[src/rtl/axi_mem_sram_sched_if.sv]
// Bundle of the request, response and SRAM signals around the scheduler.
// The slave modport is the scheduler itself; the master modport is its
// environment (the command/response agent together with the SRAM array).
interface axi_mem_sram_sched_if #(
    parameter int ADDR_WIDTH = 16,
    parameter int DATA_WIDTH = 32
);
    logic                  req_valid;
    logic                  req_ready;
    logic                  req_we;
    logic [ADDR_WIDTH-1:0] req_addr;
    logic [DATA_WIDTH-1:0] req_wdata;
    logic                  rsp_valid;
    logic                  rsp_ready;
    logic [DATA_WIDTH-1:0] rsp_rdata;
    logic                  sram_cs;
    logic                  sram_we;
    logic [ADDR_WIDTH-1:0] sram_addr;
    logic [DATA_WIDTH-1:0] sram_wdata;
    logic [DATA_WIDTH-1:0] sram_rdata;
    logic                  idle;

    modport slave (
        input  req_valid, req_we, req_addr, req_wdata, rsp_ready, sram_rdata,
        output req_ready, rsp_valid, rsp_rdata, sram_cs, sram_we, sram_addr,
               sram_wdata, idle
    );

    modport master (
        output req_valid, req_we, req_addr, req_wdata, rsp_ready, sram_rdata,
        input  req_ready, rsp_valid, rsp_rdata, sram_cs, sram_we, sram_addr,
               sram_wdata, idle
    );
endinterface

[src/rtl/axi_mem_sram_sched.sv]
// In-order command scheduler in front of a single-port SRAM with a fixed
// one-cycle read latency. Commands are issued to the SRAM in the cycle they
// are accepted; read data is captured into a small response FIFO. Acceptance
// is credit-gated so every in-flight read already owns a FIFO slot, which
// means response backpressure can never drop data.
module axi_mem_sram_sched #(
    parameter int ADDR_WIDTH = 16,
    parameter int DATA_WIDTH = 32,
    parameter int RSP_DEPTH  = 2
) (
    input  logic                   clk,
    input  logic                   rst,
    axi_mem_sram_sched_if.slave    bus
);
    localparam int CNT_W = $clog2(RSP_DEPTH + 1);
    localparam int OCC_W = CNT_W + 1;
    localparam int PTR_W = (RSP_DEPTH > 1) ? $clog2(RSP_DEPTH) : 1;

    logic [DATA_WIDTH-1:0] fifo_mem [RSP_DEPTH];
    logic [PTR_W-1:0]      wr_ptr;
    logic [PTR_W-1:0]      rd_ptr;
    logic [CNT_W-1:0]      fifo_count;
    logic                  rd_pend;

    logic                  pop;
    logic                  push;
    logic                  accept;
    logic [OCC_W-1:0]      occ;

    // Pointer advance with wrap at RSP_DEPTH (depth need not be a power of 2).
    function automatic logic [PTR_W-1:0] ptr_next(input logic [PTR_W-1:0] p);
        return (p == PTR_W'(RSP_DEPTH - 1)) ? '0 : p + PTR_W'(1);
    endfunction

    // Occupancy counts both stored responses and the read whose data is
    // arriving this cycle; a pop this cycle frees a slot immediately, which
    // is what lets back-to-back reads stream with a two-entry FIFO.
    assign pop    = bus.rsp_valid & bus.rsp_ready;
    assign push   = rd_pend;
    assign occ    = {1'b0, fifo_count} + OCC_W'(rd_pend);
    assign accept = bus.req_valid & bus.req_ready;

    assign bus.req_ready  = !rst && ((occ - OCC_W'(pop)) < OCC_W'(RSP_DEPTH));

    // Issue goes straight to the SRAM; address and data are passed through
    // unconditionally and only the chip select is qualified.
    assign bus.sram_cs    = accept;
    assign bus.sram_we    = bus.req_we;
    assign bus.sram_addr  = bus.req_addr;
    assign bus.sram_wdata = bus.req_wdata;

    // No bypass path: responses are only presented from the FIFO head.
    assign bus.rsp_valid  = (fifo_count != '0);
    assign bus.rsp_rdata  = fifo_mem[rd_ptr];
    assign bus.idle       = !rd_pend && (fifo_count == '0);

    // Control state: read-in-flight flag, FIFO pointers and entry count.
    // Reset clears them, so SRAM data landing in the reset cycle is discarded.
    always_ff @(posedge clk) begin
        if (rst) begin
            rd_pend    <= 1'b0;
            wr_ptr     <= '0;
            rd_ptr     <= '0;
            fifo_count <= '0;
        end else begin
            rd_pend <= accept & !bus.req_we;
            if (push) begin
                wr_ptr <= ptr_next(wr_ptr);
            end
            if (pop) begin
                rd_ptr <= ptr_next(rd_ptr);
            end
            case ({push, pop})
                2'b10:   fifo_count <= fifo_count + CNT_W'(1);
                2'b01:   fifo_count <= fifo_count - CNT_W'(1);
                default: fifo_count <= fifo_count;
            endcase
        end
    end

    // Response storage: capture SRAM read data one cycle after the read issue.
    always_ff @(posedge clk) begin
        if (push) begin
            fifo_mem[wr_ptr] <= bus.sram_rdata;
        end
    end

    // Credit gating guarantees a free slot (or a simultaneous pop) for every push.
    a_no_overflow : assert property (@(posedge clk) disable iff (rst)
        push |-> ((fifo_count < CNT_W'(RSP_DEPTH)) || pop));

endmodule
[src/flat_wrapper.sv]
// flat-port wrapper written by rule: the top's interface ports become plain ports
module axi_mem_sram_sched_flat 
#(
    parameter int ADDR_WIDTH = 16,
    parameter int DATA_WIDTH = 32,
    parameter int RSP_DEPTH  = 2
)
  (clk, rst, bus_req_valid, bus_req_we, bus_req_addr, bus_req_wdata, bus_rsp_ready, bus_sram_rdata, bus_req_ready, bus_rsp_valid, bus_rsp_rdata, bus_sram_cs, bus_sram_we, bus_sram_addr, bus_sram_wdata, bus_idle);
  axi_mem_sram_sched_if #(.ADDR_WIDTH(ADDR_WIDTH), .DATA_WIDTH(DATA_WIDTH)) bus_i ();
  input  logic clk;
  input  logic rst;
  input wire logic [$bits(bus_i.req_valid)-1:0] bus_req_valid;
  input wire logic [$bits(bus_i.req_we)-1:0] bus_req_we;
  input wire logic [$bits(bus_i.req_addr)-1:0] bus_req_addr;
  input wire logic [$bits(bus_i.req_wdata)-1:0] bus_req_wdata;
  input wire logic [$bits(bus_i.rsp_ready)-1:0] bus_rsp_ready;
  input wire logic [$bits(bus_i.sram_rdata)-1:0] bus_sram_rdata;
  output wire logic [$bits(bus_i.req_ready)-1:0] bus_req_ready;
  output wire logic [$bits(bus_i.rsp_valid)-1:0] bus_rsp_valid;
  output wire logic [$bits(bus_i.rsp_rdata)-1:0] bus_rsp_rdata;
  output wire logic [$bits(bus_i.sram_cs)-1:0] bus_sram_cs;
  output wire logic [$bits(bus_i.sram_we)-1:0] bus_sram_we;
  output wire logic [$bits(bus_i.sram_addr)-1:0] bus_sram_addr;
  output wire logic [$bits(bus_i.sram_wdata)-1:0] bus_sram_wdata;
  output wire logic [$bits(bus_i.idle)-1:0] bus_idle;
  assign bus_i.req_valid = bus_req_valid;
  assign bus_i.req_we = bus_req_we;
  assign bus_i.req_addr = bus_req_addr;
  assign bus_i.req_wdata = bus_req_wdata;
  assign bus_i.rsp_ready = bus_rsp_ready;
  assign bus_i.sram_rdata = bus_sram_rdata;
  assign bus_req_ready = bus_i.req_ready;
  assign bus_rsp_valid = bus_i.rsp_valid;
  assign bus_rsp_rdata = bus_i.rsp_rdata;
  assign bus_sram_cs = bus_i.sram_cs;
  assign bus_sram_we = bus_i.sram_we;
  assign bus_sram_addr = bus_i.sram_addr;
  assign bus_sram_wdata = bus_i.sram_wdata;
  assign bus_idle = bus_i.idle;
  axi_mem_sram_sched #(.ADDR_WIDTH(ADDR_WIDTH), .DATA_WIDTH(DATA_WIDTH), .RSP_DEPTH(RSP_DEPTH)) u_core (.clk(clk), .rst(rst), .bus(bus_i));
endmodule
[config.mk]
export PLATFORM = sky130hd
export DESIGN_NAME = axi_mem_sram_sched_flat
export DESIGN_NICKNAME = d
export VERILOG_FILES = /design/src/rtl/axi_mem_sram_sched_if.sv /design/src/rtl/axi_mem_sram_sched.sv /design/src/flat_wrapper.sv
export SDC_FILE = /design/constraint.sdc
export NUM_CORES = 1
export LEC_CHECK = 0
export BUFFER_PORTS_ARGS = -buffer_cell sky130_fd_sc_hd__clkbuf_2
export CAP_MARGIN = 40
export CORE_ASPECT_RATIO = 1.2
export CORE_MARGIN = 8
export CORE_UTILIZATION = 40
export DETAILED_ROUTE_END_ITERATION = 7
export PLACE_DENSITY = 0.83
export SYNTH_ARGS = -nofsm -noshare
export SYNTH_HDL_FRONTEND = slang
export SYNTH_SLANG_ARGS = --single-unit
[constraint.sdc]
create_clock -name clk -period 2.34 [get_ports clk]
set_input_delay 0.117 -clock clk [delete_from_list [all_inputs] [get_ports clk]]
set_output_delay 0.117 -clock clk [all_outputs]
set_load 0.02 [all_outputs]
=== Word level (Yosys, flattened, before mapping) ===
Memory sizes are Yosys's and may differ from the RTL's. A register that Yosys moved wholly into a read port is not among the register bits.
Index checks and enable logic that the tools add are counted.

* Reductions and logical operators: 8
* Equality and inequality tests: 2
* Bitwise operators: 3
* $lt $le $gt $ge: 1
* Add/sub/neg operators: 6
* Muxes and demuxes: 7

{| class="wikitable"
|+ Operator list
! cell !! count
|-
| 1-bit 2-to-1 mux || 6
|-
| 2-bit case mux with 2 select lines || 1
|-
| 2-bit nonzero test || 2
|-
| 2-bit by 1-bit adder with 3-bit output || 1
|-
| 1-bit AND || 3
|-
| 1-bit logical NOT || 3
|-
| 3-bit by 2-bit < comparator with 1-bit output, second input constant || 1
|-
| 3-bit by 1-bit subtractor with 3-bit output || 1
|-
| 1-bit adder, second input constant || 2
|-
| 2-bit by 1-bit adder with 2-bit output, second input constant || 1
|-
| 2-bit by 1-bit == test with 1-bit output, second input constant || 1
|-
| 2-bit == test, second input constant || 1
|-
| 1-bit logical AND || 2
|-
| 2-bit logical NOT || 1
|-
| 2-bit by 1-bit subtractor with 2-bit output, second input constant || 1
|}

* Flip-flop bits (word level): 5
* Output and inout port bits: 85
* Bits in writable memories: 64
* Memories: 1
* Input bits: 85
* Logic and storage cells: 32

{| class="wikitable"
|+ Memories
! memory !! depth !! width !! read ports !! clocked after memory_dff !! write ports !! RTL line !! text
|-
| u_core.fifo_mem || 2 || 32 || 1 || 1 || 1 || axi_mem_sram_sched.sv:19 || <nowiki>logic [DATA_WIDTH-1:0] fifo_mem [RSP_DEPTH];</nowiki>
|}

=== Logic depth before layout (Yosys ltp) ===
Gate-level depths: netlist of run 1.

* Depth in word-level cells: 7
* Gate-level depth with buffers: 6
* Depth with buffers taken out: 6

=== Worst setup path before layout of run 1 ===
No wires, ideal clock.

* Path type: register to register
* Start point: register u_core.rd_pend (netlist: u_core.push)
* End point: memory u_core.fifo_mem[0][0] (enable)
* Cell stages (with the launch flop): 3
* Library setup time: 0.425 ns
* Data arrival time: 2.001 ns
* Path slack: -0.086 ns
* Clock period less this slack: 2.426 ns
* Required time: 1.915 ns
* Cell sequence: dfxtp_1 clkbuf_1 nor2b_1

* Word-level cells in the longest chain between the ends: 2

{| class="wikitable"
|+ RTL lines
! what !! RTL line !! text
|-
| start: declaration || axi_mem_sram_sched.sv:23 || <nowiki>logic rd_pend;</nowiki>
|-
| start signal: assignment || axi_mem_sram_sched.sv:66 || <nowiki>rd_pend <= accept & !bus.req_we;</nowiki>
|-
| 1-bit 2-to-1 mux || axi_mem_sram_sched.sv:83 || <nowiki>if (push) begin</nowiki>
|-
| 1-bit 2-to-1 mux (not written as such) || axi_mem_sram_sched.sv:84 || <nowiki>fifo_mem[wr_ptr] <= bus.sram_rdata;</nowiki>
|-
| end: declaration || axi_mem_sram_sched.sv:19 ||
|}

Every way passes these cells.

=== Worst setup path in the final report of run 1 ===
* Start point: register u_core.fifo_count[0]
* End point: output port bus_sram_cs

* Word-level cells in the longest chain between the ends: 6
* Elaborated cells on any way between the ends: 7
* Those cells by class: add/sub (2); order compare (1); bitwise (2); reduce/logical (2)

{| class="wikitable"
|+ RTL lines
! what !! RTL line !! text
|-
| start: declaration || axi_mem_sram_sched.sv:22 || <nowiki>logic [CNT_W-1:0] fifo_count;</nowiki>
|-
| start signal: assignment || axi_mem_sram_sched.sv:74 || <nowiki>2'b10: fifo_count <= fifo_count + CNT_W'(1);</nowiki>
|-
| start signal: assignment || axi_mem_sram_sched.sv:75 || <nowiki>2'b01: fifo_count <= fifo_count - CNT_W'(1);</nowiki>
|-
| start signal: assignment || axi_mem_sram_sched.sv:76 || <nowiki>default: fifo_count <= fifo_count;</nowiki>
|-
| branches (longest 2 deep; another with 2-bit by 1-bit adder with 3-bit output) || n/a ||
|-
| 3-bit by 1-bit subtractor with 3-bit output (*) || axi_mem_sram_sched.sv:43 || <nowiki>assign bus.req_ready = !rst && ((occ - OCC_W'(pop)) < OCC_W'(RSP_DEPTH));</nowiki>
|-
| 3-bit by 2-bit < comparator with 1-bit output (*) || axi_mem_sram_sched.sv:43 ||
|-
| 1-bit logical AND (*) || axi_mem_sram_sched.sv:43 ||
|-
| 1-bit AND (*) || axi_mem_sram_sched.sv:41 || <nowiki>assign accept = bus.req_valid & bus.req_ready;</nowiki>
|-
| end: declaration || flat_wrapper.sv:21 || <nowiki>output wire logic [$bits(bus_i.sram_cs)-1:0] bus_sram_cs;</nowiki>
|}

Every way passes the cells marked *.

==> results of run 1 <==
-- registers in the layout (all words and copies together) (netlist names), named ones only --
signal,cells
u_core.fifo_count,2
u_core.fifo_mem,64
u_core.push,1
u_core.rd_ptr,1
u_core.wr_ptr,1
-- layer usage --
| layer | vias up | global-route usage | wire [um] |
|---|---|---|---|
| met2 | 75 | 0.199 | 3020 |
| li1 | 740 | - | - |
| met3 | 21 | 0.0427 | 429 |
| met4 | 0 | 0.0849 | 155 |
| met5 | - | 0 | 0 |
| met1 | 756 | 0.0982 | 1960 |
-- worst max-delay path by stage --
| stage | endpoint | slack [ns] | cells after the start |
|---|---|---|---|
| 6_report | bus_sram_cs | 0.15 | 6 |
| 5_1_grt | bus_sram_cs | 0.04 | 7 |
| 4_1_cts | bus_sram_cs | 0.008 | 7 |
| 3_5_place_dp | bus_sram_cs | 0.23 | 7 |
| 3_3_place_gp | bus_sram_cs | 0.35 | 7 |
| 2_1_floorplan | bus_sram_cs | 0.21 | 6 |
-- placed cells by master (no fill, tap or decap), types with 2 or more instances in the layout --
master / n
buf_4: 5
xor2_1: 2
mux2_1: 2
clkbuf_8: 9
dfxtp_1: 5
clkbuf_2: 72
and2_1: 2
dlygate4sd3_1: 32
mux2_2: 30
clkinv_2: 3
edfxtp_1: 64
and3b_1: 2
clkbuf_1: 2
nor2_1: 4
-- final cells by class --
cell class                      count  area, um2
Tap cell                           90        113
Sequential cell                    70       2050
Multi-Input combinational cell     57        552
Clock inverter                      5       26.3
Timing Repair Buffer              111        743
Clock buffer                       11        131
Fill cell                         624       3620
-- where the power goes --
part	leakage [uW]	switching, uW	internal (uW)
combinational	0.000668	104	109
sequential	0.000631	8.62	1390
clock	0.0000805	414	376
-- stage by stage --
step	setup WS [ns]	cells	area [um2]	hold slack (ns)	total power, uW
after floorplan	0.214	181	2980	0.189	1640
after global placement	0.349	295	3120	0.234	1590
after detailed placement	0.231	295	3120	0.234	1600
after CTS	0.00762	344	3610	0.0172	2440
after global routing	0.0426	344	3610	0.0360	2500
final	0.148	344	3610	0.0355	2400
-- timing repair --
item,CTS,global route
endpoints found under the hold margin,64,0
gates resized for setup,2,3
pin swaps,1,1
setup endpoints to repair,2,2
hold buffers,32,0
setup buffers,1,0
-- cell families after synthesis --
group                    after synthesis  share of synthesized area
AO/OA/AOI/OAI                          3                    0.00506
AND/OR/NAND/NOR                       17                     0.0354
buffers and inverters                 54                      0.131
XOR/XNOR                               3                    0.00885
multiplexers                          33                      0.125
flip-flops                            70                      0.688
adder cells (fa/ha/maj)                1                    0.00674
==> results by group, run 1 <==
Global route
  • GRT Residual Overflow: 0
  • Largest net degree at the start of global routing: 18
  • Vias in the first global route: 1837
  • First-pass GRT wire length: 8560 um
  • Initial antenna violation count: 0
  • GRT Overall Usage: 0.111

Final layout
  • Area added between synthesis and finish: 21.6%
  • Share of cells above drive strength 1: 0.504
  • Diode count: 0
  • Final #Nets: 335
  • Final Util: 0.499

Floorplan
  • Die width: 94.7 um
  • CORE AREA: 7230 um2
  • I/O Pins: 170
  • Die area: 10400 um2
  • Core Rows: 34
  • Starting Density: 0.411
  • Die Y: 110 um

Route
  • Routed via count: 1592
  • Routed wire length: 5570 um
  • Drt wl/cell: 16.2 um
  • ANT nets after route: 0
  • DRC violations left: 0
  • Drt pass-1 iters: 4
  • Vias per std cell: 4.63
  • Iter 0 DRT Violations: 68

Hold path
  • Hold Crit Start: rst
  • Hold Path Class: primary input to flop
  • Hold Path Depth: 2
  • WHS Endpoint: u_core.wr_ptr

Synthesis
  • Number of flops mapped to enable cells by yosys: 64
  • Most frequent cells after synthesis: 64 x edfxtp_1, 49 x buf_4, 30 x mux2_2
  • Synth top area share: 0.647
  • Post-synthesis sequential area ratio: 0.688
  • Top FF cell, synth: edfxtp_1
  • Post-Syn Instances: 181
  • Synth area leaders: edfxtp_1 65%, buf_4 12%, mux2_2 11%
  • Post-Syn Area: 2970 um2
  • Syn avg cell area: 16.4 um2
  • Yosys top cell by area: edfxtp_1
  • Seq cells post-synth: 70
  • Synth unique cells: 24
  • Top-count cell post-synth: edfxtp_1
  • Syn Nets: 267
  • YS warnings: 0
  • Asr flop ratio synth: 0

Power and ir drop
  • PwrDens: 665 nW/um2
  • Peak supply drop: 0.307 mV
  • LEAKAGE: 0.00138 uW

Setup path
  • WP data required: 2.22 ns
  • CP Launch Type: flop
  • CP peak stage delay: 0.53 ns
  • CP bufs+invs: 1
  • Worst setup EP type: output port
  • Crit path max-delay family: simple AND/OR/NAND/NOR gates
  • Critical Path, Cell by Cell: and3b_4 -> o21ai_1 -> fa_2 -> nor3b_2 -> and2_1 -> buf_2
  • FF-to-FF End: u_core.push
  • CP max stage cell: fa_2
  • RR Startpoint: u_core.fifo_count[0]
  • Crit Path Category: flop to output port
  • Crit path max fanout: 5
  • R2R depth: 6
  • Critical Path Source: u_core.fifo_count[0]
  • Arrival time at the worst endpoint: 2.08 ns
  • Worst reg2reg setup slack: 0.54 ns

Clock tree
  • CTS tree: yes
  • Clock root cell: clkbuf_8
  • Clock buffer count from CTS: 9
  • Longest Clk Path Bufs: 2
  • Clock slew at reported path FFs: 0.07 ns
  • H-Tree Depth: 3
  • Later-pin clock latency in the skew report: 0.33 ns
  • Sink Count: 70

Place
  • RePlAce Congestion: 0.650
  • DPL Wire Length: 3680 um
  • Port Buffers: 73

STA
  • Worst slew pin tran: 0.531 ns
  • Final Cycle Share: 0.937
  • Tmin final: 2.19 ns
  • Unrepaired setup endpoints after global routing: no
  • Count of final setup violators: 0
  • Max Fclk: 456 MHz
  • Worst clock skew: 0.00573 ns
  • Final Hold Viols: 0
  • Setup TNS: 0 ns
  • Slew headroom: 0.645
  • Max-slew violation count: 0

Run status
  • Outcome: complete, no violations

Job
  • MaxCap Viol Count: 0
No activity file was read; power rests on OpenSTA's default activity.
==> run 2: changes to the inputs <==
CELL_PAD_IN_SITES_DETAIL_PLACEMENT = 0   (was default)
CELL_PAD_IN_SITES_GLOBAL_PLACEMENT = 1   (was default)
CORE_UTILIZATION = 30   (was 40)
PLACE_DENSITY = 0.81   (was 0.83)
==> results by group, run 2 (synthesis results as in run 1) <==
Floorplan
  • Die width: 107 um (+13%)
  • Die area: 13300 um2 (+28%)
  • CORE AREA: 9810 um2 (+36%)
  • Starting Density: 0.303 (-0.108)
  • Die Y: 125 um (+13%)
  • I/O Pins: 170 (unchanged)
  • Core Rows: 40 (+18%)

Final layout
  • Largest Register: u_core.fifo_mem
  • Most common cell after layout, fill and taps aside: clkbuf_2
  • Top flop regs: u_core.fifo_mem: 64 flops, u_core.fifo_count: 2 flops
  • Max FFs per register: 64 (unchanged)
  • Diode count: 0 (unchanged)
  • Share of cells above drive strength 1: 0.510 (+0.00602)
  • Most frequent cells in the layout: 72 x clkbuf_2, 64 x edfxtp_1, 32 x dlygate4sd3_1, 30 x mux2_2, 9 x clkbuf_16
  • Area added between synthesis and finish: 28.2%
  • Final #Nets: 333 (-0.60%)
  • Final Util: 0.388 (-0.111)
  • Multi-input logic area: 556 um2 (+0.68%)
  • Final cell count without fillers: 377 (+9.6%)
  • Filler Cells Inserted: 948 (+52%)
  • Register area: 2040 um2 (about the same)

STA
  • Worst clock skew: 0.00296 ns (-0.00277 ns)
  • Final Cycle Share: 0.944 (+0.00688)
  • Final Hold Viols: 0 (unchanged)
  • Setup TNS: 0 ns (unchanged)
  • Worst slew pin tran: 0.442 ns (-0.0892 ns)
  • Max-slew violation count: 0 (unchanged)
  • Tmin final: 2.21 ns (+0.0161 ns)
  • Unrepaired setup endpoints after global routing: no
  • Count of final setup violators: 0 (unchanged)
  • Final hold slack: 0.0556 ns (+0.0201 ns)
  • Slew headroom: 0.705 (+0.0602)
  • Max Fclk: 453 MHz (-0.73%)

Place
  • RePlAce Congestion: 0.678 (+4.2%)
  • Port Buffers: 73 (unchanged)
  • Placed Cells: 329 (+12%)
  • DPL Wire Length: 3690 um (+0.20%)

Setup path
  • Crit path max fanout: 5 (unchanged)
  • Worst setup EP type: output port
  • Arrival time at the worst endpoint: 2.09 ns (about the same)
  • Worst reg2reg setup slack: 0.49 ns (-0.05 ns)
  • WP data required: 2.22 ns (about the same)
  • Crit Path Category: flop to output port
  • CP Launch Type: flop

Route
  • Routed via count: 1583 (-0.57%)
  • ANT nets after route: 0 (unchanged)
  • Met1 WL: 2060 um (+5.1%)
  • Vias per std cell: 4.20 (-9.3%)
  • Iter 0 DRT Violations: 60 (-12%)
  • Top sig layer: met4
  • DRC violations left: 0 (unchanged)
  • Drt pass-1 iters: 4 (unchanged)
  • Drt wl/cell: 14.4 um (-11%)
  • Routed wire length: 5430 um (-2.6%)
  • Met2 routed WL: 2670 um (-11%)
  • DR WL met3: 519 um (+21%)

Clock tree
  • H-Tree Depth: 3 (unchanged)
  • Longest Clk Path Bufs: 2 (unchanged)
  • Sink Count: 70 (unchanged)
  • Clock slew at reported path FFs: 0.05 ns (-0.02 ns)
  • Later-pin clock latency in the skew report: 0.32 ns (about the same)
  • Clock buffer count from CTS: 9 (unchanged)
  • Clock root cell: clkbuf_16
  • CTS tree: yes

Job
  • MaxCap Viol Count: 0 (unchanged)

Global route
  • Largest net degree at the start of global routing: 33 (+15)
  • Initial antenna violation count: 0 (unchanged)
  • GRT Overall Usage: 0.0859 (-0.0249)
  • Vias in the first global route: 1768 (-3.8%)
  • GRT Residual Overflow: 0 (unchanged)
  • First-pass GRT wire length: 8830 um (+3.1%)

Run status
  • Outcome: complete, no violations

Power and ir drop
  • PwrDens: 786 nW/um2 (+18%)
  • LEAKAGE: 0.00144 uW (+4.1%)
  • Peak supply drop: 0.344 mV (+12%)

Hold path
  • Hold Path Class: primary input to flop
## run 2: changes by cell type in the layout (fill, tap and decap cells not counted), moves of 2 or more
cell       change
dfxtp_2        +2
clkinv_2       -3
clkbuf_8       -9
buf_4          -2
clkbuf_16      +9
bufinv_16      +2
## run 2: critical path, stage by stage (launching register included)
cell	delay (ns)
dfxtp_1	0.33
and3b_4	0.32
o21ai_1	0.11
fa_2	0.36
xor2_1	0.15
nor3b_2	0.20
buf_4	0.13
clkbuf_2	0.15
## run 2: timing repair
item	in CTS	in global routing
setup buffers	0	1
gates resized for setup	1	5
endpoints found under the hold margin	64	0
hold buffers	32	0
pin swaps	0	1
endpoints found under the setup margin	1	2
## run 2: worst paths after layout
path                                            from             to  depth (start not counted)
worst max-delay path            u_core.fifo_count[0]  bus_req_ready                          7
worst min register to register         u_core.rd_ptr  u_core.rd_ptr                          2
worst max register to register  u_core.fifo_count[0]    u_core.push                          6
worst min-delay path                             rst           flop                          2
## run 2: report_power, final
| group | switching (uW) | internal (uW) |
|---|---|---|
| Clock | 457 | 919 |
| Sequential | 12.1 | 1390 |
| Combinational | 99.1 | 108 |
| Total | 568 | 2420 |
## run 2: layer usage
layer | vias to the layer above | global-route usage
li1 | 735 | -
met1 | 750 | 0.0837
met2 | 76 | 0.137
met3 | 22 | 0.0437
met4 | 0 | 0.0614
met5 | - | 0
## run 2: cell type report
type,instances,share of cell area
clock buffers,10,0.0602
clock inverters,5,0.0197
multi-input cells,57,0.146
flip-flops and latches,70,0.537
well taps,126,0.0414
repair buffers,109,0.195
## run 2: stage by stage
| stage | instance area [um2] | worst slack (ns) | power, uW |
|---|---|---|---|
| 3_3_place_gp | 3160 | 0.349 | 1590 |
| 2_1_floorplan | 2980 | 0.214 | 1640 |
| 5_1_grt | 3800 | 0.00632 | 3110 |
| 3_5_place_dp | 3160 | 0.254 | 1600 |
| 4_1_cts | 3790 | 0.00143 | 3040 |
| 6_report | 3800 | 0.132 | 2990 |
